### src/rtl/audio_in_deserializer_if.sv
// Read-side bus of the I2S audio-in deserializer.
// slave: the deserializer; master: the sample consumer.
//   read_audio_in          pop head pair (consumer -> block)
//   clear_audio_in_memory  synchronous flush (consumer -> block)
//   audio_in_available     FIFO not empty
//   left/right_channel_audio_in  head pair, left-aligned, 0 when empty
//   fifo_count             pairs held
//   overflow, frame_error  sticky status flags
interface audio_in_deserializer_if #(
    parameter int FIFO_DEPTH = 4
);
    localparam int CW = $clog2(FIFO_DEPTH) + 1;

    logic          read_audio_in;
    logic          clear_audio_in_memory;
    logic          audio_in_available;
    logic [31:0]   left_channel_audio_in;
    logic [31:0]   right_channel_audio_in;
    logic [CW-1:0] fifo_count;
    logic          overflow;
    logic          frame_error;

    modport master (
        output read_audio_in,
        output clear_audio_in_memory,
        input  audio_in_available,
        input  left_channel_audio_in,
        input  right_channel_audio_in,
        input  fifo_count,
        input  overflow,
        input  frame_error
    );

    modport slave (
        input  read_audio_in,
        input  clear_audio_in_memory,
        output audio_in_available,
        output left_channel_audio_in,
        output right_channel_audio_in,
        output fifo_count,
        output overflow,
        output frame_error
    );
endinterface

### src/rtl/audio_in_deserializer.sv
// I2S ADC capture into a show-ahead FIFO of stereo pairs.
// Ports: CLOCK_50 system clock, resetn async active-low reset,
//   AUD_BCLK/AUD_ADCLRCK/AUD_ADCDAT async codec pins,
//   bus (slave) read side: pop, flush, head pair, count, flags.
module audio_in_deserializer #(
    parameter int DATA_WIDTH = 24,
    parameter int FIFO_DEPTH = 4
) (
    input  logic                         CLOCK_50,
    input  logic                         resetn,
    input  logic                         AUD_BCLK,
    input  logic                         AUD_ADCLRCK,
    input  logic                         AUD_ADCDAT,
    audio_in_deserializer_if.slave       bus
);
    localparam int AW = $clog2(FIFO_DEPTH);
    localparam int CW = AW + 1;

    typedef enum logic [2:0] {
        WAIT_SYNC,
        L_DELAY,
        L_SHIFT,
        L_WAIT,
        R_DELAY,
        R_SHIFT,
        R_WAIT
    } state_t;

    // Synchronizers plus one history flop for edge detection
    logic r_bclk_meta, r_bclk_sync, r_bclk_prev;
    logic r_lr_meta, r_lr_sync, r_lr_prev;
    logic r_dat_meta, r_dat_sync;

    logic w_bclk_rise, w_lr_rise, w_lr_fall, w_lr_edge;

    state_t r_state, w_state_nxt;
    logic   w_shift_en, w_cnt_clr, w_left_ld, w_push_set, w_abort;

    logic [DATA_WIDTH-1:0] r_shift;
    logic [DATA_WIDTH-1:0] r_left;
    logic [5:0]            r_bit_cnt;
    logic                  r_push_pend;
    logic                  r_frame_err;

    logic [31:0]   r_mem_l [FIFO_DEPTH];
    logic [31:0]   r_mem_r [FIFO_DEPTH];
    logic [AW-1:0] r_wr_ptr, r_rd_ptr;
    logic [CW-1:0] r_count;
    logic          r_overflow;

    logic w_last_bit, w_full, w_empty, w_pop, w_do_push;
    logic [DATA_WIDTH+31:0] w_l_ext, w_r_ext;

    always_ff @(posedge CLOCK_50 or negedge resetn) begin
        if (!resetn) begin
            r_bclk_meta <= 1'b0;
            r_bclk_sync <= 1'b0;
            r_bclk_prev <= 1'b0;
            r_lr_meta   <= 1'b0;
            r_lr_sync   <= 1'b0;
            r_lr_prev   <= 1'b0;
            r_dat_meta  <= 1'b0;
            r_dat_sync  <= 1'b0;
        end else begin
            r_bclk_meta <= AUD_BCLK;
            r_bclk_sync <= r_bclk_meta;
            r_bclk_prev <= r_bclk_sync;
            r_lr_meta   <= AUD_ADCLRCK;
            r_lr_sync   <= r_lr_meta;
            r_lr_prev   <= r_lr_sync;
            r_dat_meta  <= AUD_ADCDAT;
            r_dat_sync  <= r_dat_meta;
        end
    end

    assign w_bclk_rise = r_bclk_sync & ~r_bclk_prev;
    assign w_lr_rise   = r_lr_sync & ~r_lr_prev;
    assign w_lr_fall   = ~r_lr_sync & r_lr_prev;
    assign w_lr_edge   = r_lr_sync ^ r_lr_prev;
    assign w_last_bit  = (r_bit_cnt == 6'(DATA_WIDTH - 1));

    always_ff @(posedge CLOCK_50 or negedge resetn) begin
        if (!resetn) begin
            r_state <= WAIT_SYNC;
        end else if (bus.clear_audio_in_memory) begin
            r_state <= WAIT_SYNC;
        end else begin
            r_state <= w_state_nxt;
        end
    end

    always_comb begin
        w_state_nxt = r_state;
        w_shift_en  = 1'b0;
        w_cnt_clr   = 1'b0;
        w_left_ld   = 1'b0;
        w_push_set  = 1'b0;
        w_abort     = 1'b0;
        case (r_state)
            WAIT_SYNC: begin
                if (w_lr_fall) begin
                    w_state_nxt = L_DELAY;
                    w_cnt_clr   = 1'b1;
                end
            end
            L_DELAY: begin
                if (w_lr_edge) begin
                    w_abort     = 1'b1;
                    w_state_nxt = WAIT_SYNC;
                end else if (w_bclk_rise) begin
                    w_state_nxt = L_SHIFT;
                end
            end
            L_SHIFT: begin
                if (w_lr_edge) begin
                    w_abort     = 1'b1;
                    w_state_nxt = WAIT_SYNC;
                end else if (w_bclk_rise) begin
                    w_shift_en = 1'b1;
                    if (w_last_bit) begin
                        w_left_ld   = 1'b1;
                        w_state_nxt = L_WAIT;
                    end
                end
            end
            L_WAIT: begin
                if (w_lr_rise) begin
                    w_state_nxt = R_DELAY;
                    w_cnt_clr   = 1'b1;
                end
            end
            R_DELAY: begin
                if (w_lr_edge) begin
                    w_abort     = 1'b1;
                    w_state_nxt = WAIT_SYNC;
                end else if (w_bclk_rise) begin
                    w_state_nxt = R_SHIFT;
                end
            end
            R_SHIFT: begin
                if (w_lr_edge) begin
                    w_abort     = 1'b1;
                    w_state_nxt = WAIT_SYNC;
                end else if (w_bclk_rise) begin
                    w_shift_en = 1'b1;
                    if (w_last_bit) begin
                        w_push_set  = 1'b1;
                        w_state_nxt = R_WAIT;
                    end
                end
            end
            R_WAIT: begin
                if (w_lr_fall) begin
                    w_state_nxt = L_DELAY;
                    w_cnt_clr   = 1'b1;
                end
            end
            default: w_state_nxt = WAIT_SYNC;
        endcase
    end

    always_ff @(posedge CLOCK_50 or negedge resetn) begin
        if (!resetn) begin
            r_shift     <= '0;
            r_left      <= '0;
            r_bit_cnt   <= '0;
            r_push_pend <= 1'b0;
            r_frame_err <= 1'b0;
        end else if (bus.clear_audio_in_memory) begin
            r_bit_cnt   <= '0;
            r_push_pend <= 1'b0;
            r_frame_err <= 1'b0;
        end else begin
            // Push lands one cycle after the final right bit is shifted
            r_push_pend <= w_push_set;
            if (w_abort) r_frame_err <= 1'b1;
            if (w_cnt_clr) begin
                r_bit_cnt <= '0;
            end else if (w_shift_en) begin
                r_bit_cnt <= r_bit_cnt + 6'd1;
            end
            if (w_shift_en) begin
                r_shift <= {r_shift[DATA_WIDTH-2:0], r_dat_sync};
            end
            if (w_left_ld) begin
                r_left <= {r_shift[DATA_WIDTH-2:0], r_dat_sync};
            end
        end
    end

    // Left-align each word; low bits fill with zeros
    assign w_l_ext = {r_left, 32'd0};
    assign w_r_ext = {r_shift, 32'd0};

    assign w_empty   = (r_count == '0);
    assign w_full    = (r_count == CW'(FIFO_DEPTH));
    assign w_pop     = bus.read_audio_in & ~w_empty;
    assign w_do_push = r_push_pend & (~w_full | w_pop);

    always_ff @(posedge CLOCK_50) begin
        if (w_do_push && !bus.clear_audio_in_memory) begin
            r_mem_l[r_wr_ptr] <= w_l_ext[DATA_WIDTH+31 -: 32];
            r_mem_r[r_wr_ptr] <= w_r_ext[DATA_WIDTH+31 -: 32];
        end
    end

    always_ff @(posedge CLOCK_50 or negedge resetn) begin
        if (!resetn) begin
            r_wr_ptr   <= '0;
            r_rd_ptr   <= '0;
            r_count    <= '0;
            r_overflow <= 1'b0;
        end else if (bus.clear_audio_in_memory) begin
            r_wr_ptr   <= '0;
            r_rd_ptr   <= '0;
            r_count    <= '0;
            r_overflow <= 1'b0;
        end else begin
            if (w_do_push) r_wr_ptr <= r_wr_ptr + AW'(1);
            if (w_pop)     r_rd_ptr <= r_rd_ptr + AW'(1);
            case ({w_do_push, w_pop})
                2'b10:   r_count <= r_count + CW'(1);
                2'b01:   r_count <= r_count - CW'(1);
                default: r_count <= r_count;
            endcase
            if (r_push_pend && w_full && !w_pop) r_overflow <= 1'b1;
        end
    end

    assign bus.audio_in_available     = ~w_empty;
    assign bus.left_channel_audio_in  = w_empty ? 32'd0 : r_mem_l[r_rd_ptr];
    assign bus.right_channel_audio_in = w_empty ? 32'd0 : r_mem_r[r_rd_ptr];
    assign bus.fifo_count             = r_count;
    assign bus.overflow               = r_overflow;
    assign bus.frame_error            = r_frame_err;
endmodule

### src/flat_wrapper.sv
// flat-port wrapper written by rule: the top's interface ports become plain ports
module audio_in_deserializer_flat 
#(
    parameter int DATA_WIDTH = 24,
    parameter int FIFO_DEPTH = 4
)
  (CLOCK_50, resetn, AUD_BCLK, AUD_ADCLRCK, AUD_ADCDAT, bus_read_audio_in, bus_clear_audio_in_memory, bus_audio_in_available, bus_left_channel_audio_in, bus_right_channel_audio_in, bus_fifo_count, bus_overflow, bus_frame_error);
  audio_in_deserializer_if #(.FIFO_DEPTH(FIFO_DEPTH)) bus_i ();
  input  logic CLOCK_50;
  input  logic resetn;
  input  logic AUD_BCLK;
  input  logic AUD_ADCLRCK;
  input  logic AUD_ADCDAT;
  input wire logic [$bits(bus_i.read_audio_in)-1:0] bus_read_audio_in;
  input wire logic [$bits(bus_i.clear_audio_in_memory)-1:0] bus_clear_audio_in_memory;
  output wire logic [$bits(bus_i.audio_in_available)-1:0] bus_audio_in_available;
  output wire logic [$bits(bus_i.left_channel_audio_in)-1:0] bus_left_channel_audio_in;
  output wire logic [$bits(bus_i.right_channel_audio_in)-1:0] bus_right_channel_audio_in;
  output wire logic [$bits(bus_i.fifo_count)-1:0] bus_fifo_count;
  output wire logic [$bits(bus_i.overflow)-1:0] bus_overflow;
  output wire logic [$bits(bus_i.frame_error)-1:0] bus_frame_error;
  assign bus_i.read_audio_in = bus_read_audio_in;
  assign bus_i.clear_audio_in_memory = bus_clear_audio_in_memory;
  assign bus_audio_in_available = bus_i.audio_in_available;
  assign bus_left_channel_audio_in = bus_i.left_channel_audio_in;
  assign bus_right_channel_audio_in = bus_i.right_channel_audio_in;
  assign bus_fifo_count = bus_i.fifo_count;
  assign bus_overflow = bus_i.overflow;
  assign bus_frame_error = bus_i.frame_error;
  audio_in_deserializer #(.DATA_WIDTH(DATA_WIDTH), .FIFO_DEPTH(FIFO_DEPTH)) u_core (.CLOCK_50(CLOCK_50), .resetn(resetn), .AUD_BCLK(AUD_BCLK), .AUD_ADCLRCK(AUD_ADCLRCK), .AUD_ADCDAT(AUD_ADCDAT), .bus(bus_i));
endmodule
### config.mk
export PLATFORM = sky130hd
export DESIGN_NAME = audio_in_deserializer_flat
export DESIGN_NICKNAME = d
export VERILOG_FILES = /design/src/rtl/audio_in_deserializer_if.sv /design/src/rtl/audio_in_deserializer.sv /design/src/flat_wrapper.sv
export SDC_FILE = /design/constraint.sdc
export NUM_CORES = 1
export LEC_CHECK = 0
export ABC_AREA = 0
export BUFFER_PORTS_ARGS = -buffer_cell sky130_fd_sc_hd__buf_2
export CORE_MARGIN = 1.5
export CORE_UTILIZATION = 40
export CTS_CLUSTER_DIAMETER = 120
export DETAILED_ROUTE_END_ITERATION = 7
export MAX_ROUTING_LAYER = met4
export PLACE_DENSITY_LB_ADDON = 0.3
export SYNTH_ARGS = -nofsm -noshare
export SYNTH_HDL_FRONTEND = slang
export SYNTH_SLANG_ARGS = --single-unit
### constraint.sdc
create_clock -name CLOCK_50 -period 2.9 [get_ports CLOCK_50]
set_input_delay 0.87 -clock CLOCK_50 [delete_from_list [all_inputs] [get_ports CLOCK_50]]
set_output_delay 0.87 -clock CLOCK_50 [all_outputs]
set_load 0.005 [all_outputs]
==> reports/metrics.cfg <==
[power]
power.leakage_nw = 5.03
p_total_w = 0.00834
powerDensity_nw_per_um2 = 635
peakVddDrop_v = 0.000420

[timing]
finalHoldViolCount = 0
slew_viol_final = 0
fin_ws_ps = -58.4
finClkSkew_ps = 21.5
relSlewSlack = 0.641
fin_crit_sh = 1.02
rsz0062_at_grt = yes
worst_pin_slew_ps = 538
setup_viol = 26
fmax_mhz = 338
post-route-min-period_ps = 2960

[yosys]
synth_edf_count = 192
postSynth.asyncResetShare = 0.281
synth_common_cells = 192 x edfxtp_1, 75 x dfrtp_1, 52 x and2_1
synth.area.top_cells = edfxtp_1 54%, dfrtp_1 18%, mux4_2 10%, mux2_2 5.1%, and2_1 3.0%
yosys_warnings = 0
ys_ff_latch = 267
synthMostInstantiatedCell = edfxtp_1
yosysTopAreaCellShare = 0.540
synthFlopType = edfxtp_1
synth_cell_types = 52
synth_area_per_cell_sq_um = 18.4
netlist_instances = 581
netlist_area_sq_um = 10700
yosysTopAreaCell = edfxtp_1
ys_seq_area_frac = 0.716

[placement]
hpwl_microns = 11900
place_area_sq_um = 11500
gp_congestion = 0.776
dpl.cell_count = 968
portBuffers = 60

[detailed_routing]
wl_met2_microns = 10800
wl_met3_microns = 906
routed_wl_microns = 21000
initialDrtViolationCount = 483
m1WireLength_microns = 8960
highest_layer = met4
drc = 10
post_drt_wl_per_cell_microns = 20.2
ant_nets = 0
num_vias = 5467
vias_per_cell = 5.26
drt-pass1-iter-count = 8

[critical_path]
cp-end-kind = output pin
cp_slowest_cell = mux4_2
critPathRequiredTime_ps = 2030
worstPathMaxFanout = 4
crit-reg2reg-capture = u_core.bus.fifo_count[2]
arrival_ps = 2090
critPathTopFamily = multiplexers
cpPeakStageDelay_ps = 530
crit_buf_inv = 3
r2r-start = u_core.bus.fifo_count[0]
reg2reg_depth = 7
worst_path_most_repeated_cell = buf_6
crit_path_start = u_core.r_rd_ptr[0]
rrSetupSlack_ps = 430
crit_chain = buf_8, buf_6, mux4_2, and2_4, buf_6
start_kind = register
worstSetupPathType = register to output pin

[cells_and_area]
utilization = 0.502
finalNonFillerCells = 1039
antenna_cells = 0
stdcell_area_sq_um = 13100
drive_gt1_frac = 0.430
nets = 697
area_growth_pct = 22.9

[cts]
clkSinkCount = 267
cts_made_buffers = 28
cts_tree = done
clk_latency_ps = 540
cts-root-buf = clkbuf_16
path_clk_slew_ps = 60
h-tree-depth = 1
clockBufferDepth = 3
cts_hold_buffers = 0

[floorplan]
core-area_sq_um = 26100
rows = 59
die_h_microns = 166
dieWidth_microns = 166
boundaryPins = 77
die-area_sq_um = 27700
start_util = 0.409

[grt]
overflow = 0
antenna_found_initial = 0
grt_pass1_vias = 5705
track_usage = 0.158
grt_first_pass_wirelength_microns = 32900
grt_max_degree = 53

[run_status]
status = complete, but fails checks
failed_checks = DRC, setup timing

[flow_run]
maxCapViolCount = 0

[min_path]
hp-class = input port to asynchronous set/reset pin

[worst register-to-register path: stages (launching register included)]
cell	delay (ps)
dfrtp_2	440
or3_4	460
clkbuf_16	240
nor2b_1	170
fa_1	420
o31a_1	330
o221a_2	250
nor2_1	80
[logic make-up (layout without fill, tap and decap cells)]
| kind of cell | Yosys count | after routing | share of synthesized area |
|---|---|---|---|
| AO/OA/AOI/OAI | 32 | 32 | 0.0226 |
| XOR/XNOR | 9 | 9 | 0.00738 |
| adder cells (fa/ha/maj) | 8 | 8 | 0.0101 |
| buffers and inverters | 57 | 165 | 0.0287 |
| flip-flops | 267 | 267 | 0.716 |
| multiplexers | 98 | 98 | 0.154 |
| other | 1 | 16 | 0.000351 |
| AND/OR/NAND/NOR | 109 | 109 | 0.0614 |
[through the flow]
step	TNS, ps	hold WS (ps)	setup slack [ps]
after floorplan	0	331	248
after global placement	0	336	319
after detailed placement	0	337	300
after CTS	-2140	302	-100
after global routing	-3230	317	-119
final	-598	293	-58.4
[state kept, by name, summed over array words and instances, names as in the netlist, 2 cells and up]
register	flops
u_core.r_state	3
u_core.r_bit_cnt	6
u_core.r_left	24
u_core.r_rd_ptr	2
u_core.bus.fifo_count	3
u_core.r_mem_l	96
u_core.r_shift	24
u_core.r_wr_ptr	2
u_core.r_mem_r	96
[where the power goes]
group	switching [W]	internal [W]	leakage [nW]
logic	0.000121	0.0000727	1.68
registers	0.0000458	0.00409	2.83
clock network	0.00150	0.00251	0.523
total	0.00166	0.00667	5.03
[per-layer routing]
layer  GRT usage  up-vias
li1            -     2414
met1       0.201     2878
met2       0.267      138
met3      0.0243       37
met4      0.0360        0
met5           -        -
[layout by cell type (no fill, tap or decap), drive strengths merged, types with 2 or more instances in the layout]
master / Yosys / routed
dfrtp: 75 / 75
o211ai: 3 / 3
a211o: 3 / 3
clkbuf: 13 / 33
bufinv: 0 / 7
o21ai: 5 / 5
ha: 7 / 7
and4b: 2 / 2
mux4: 48 / 48
and2: 52 / 52
buf: 32 / 99
xnor2: 6 / 6
conb: 1 / 16
nor2: 20 / 20
a211oi: 3 / 3
xor2: 3 / 3
nor3b: 3 / 3
edfxtp: 192 / 192
a21oi: 7 / 7
inv: 12 / 14
nor3: 4 / 4
or3: 3 / 3
nor2b: 4 / 4
o221a: 2 / 2
nand2b: 2 / 2
nand2: 5 / 5
nand3: 5 / 5
mux2: 49 / 49
clkinv: 0 / 10
clkinvlp: 0 / 2
nand3b: 4 / 4
[worst max-delay path by stage]
stage	to	slack (ps)	cells after the start
floorplan	u_core.r_mem_l[0][0]	250	5
CTS	bus_left_channel_audio_in[19]	-100	5
detailed placement	bus_left_channel_audio_in[18]	300	4
global route	bus_left_channel_audio_in[18]	-120	5
global placement	bus_left_channel_audio_in[18]	320	4
finish	bus_left_channel_audio_in[18]	-60	5
[what timing repair did]
| item | CTS | global route |
|---|---|---|
| pin swaps | 18 | 21 |
| endpoints found under the setup margin | 48 | 48 |
| gates resized for setup | 41 | 44 |
| gates cloned | 2 | 2 |
| buffers inserted | 9 | 8 |
[final cells by class]
class | count | area [sq um]
inverter | 12 | 45.0
fill | 2137 | 13000
timing repair buffer | 101 | 1060
multi-input combinational | 272 | 2880
tap | 335 | 419
sequential | 267 | 7650
clock buffer | 31 | 753
clock inverter | 21 | 315
No activity file was read; power rests on OpenSTA's default activity.
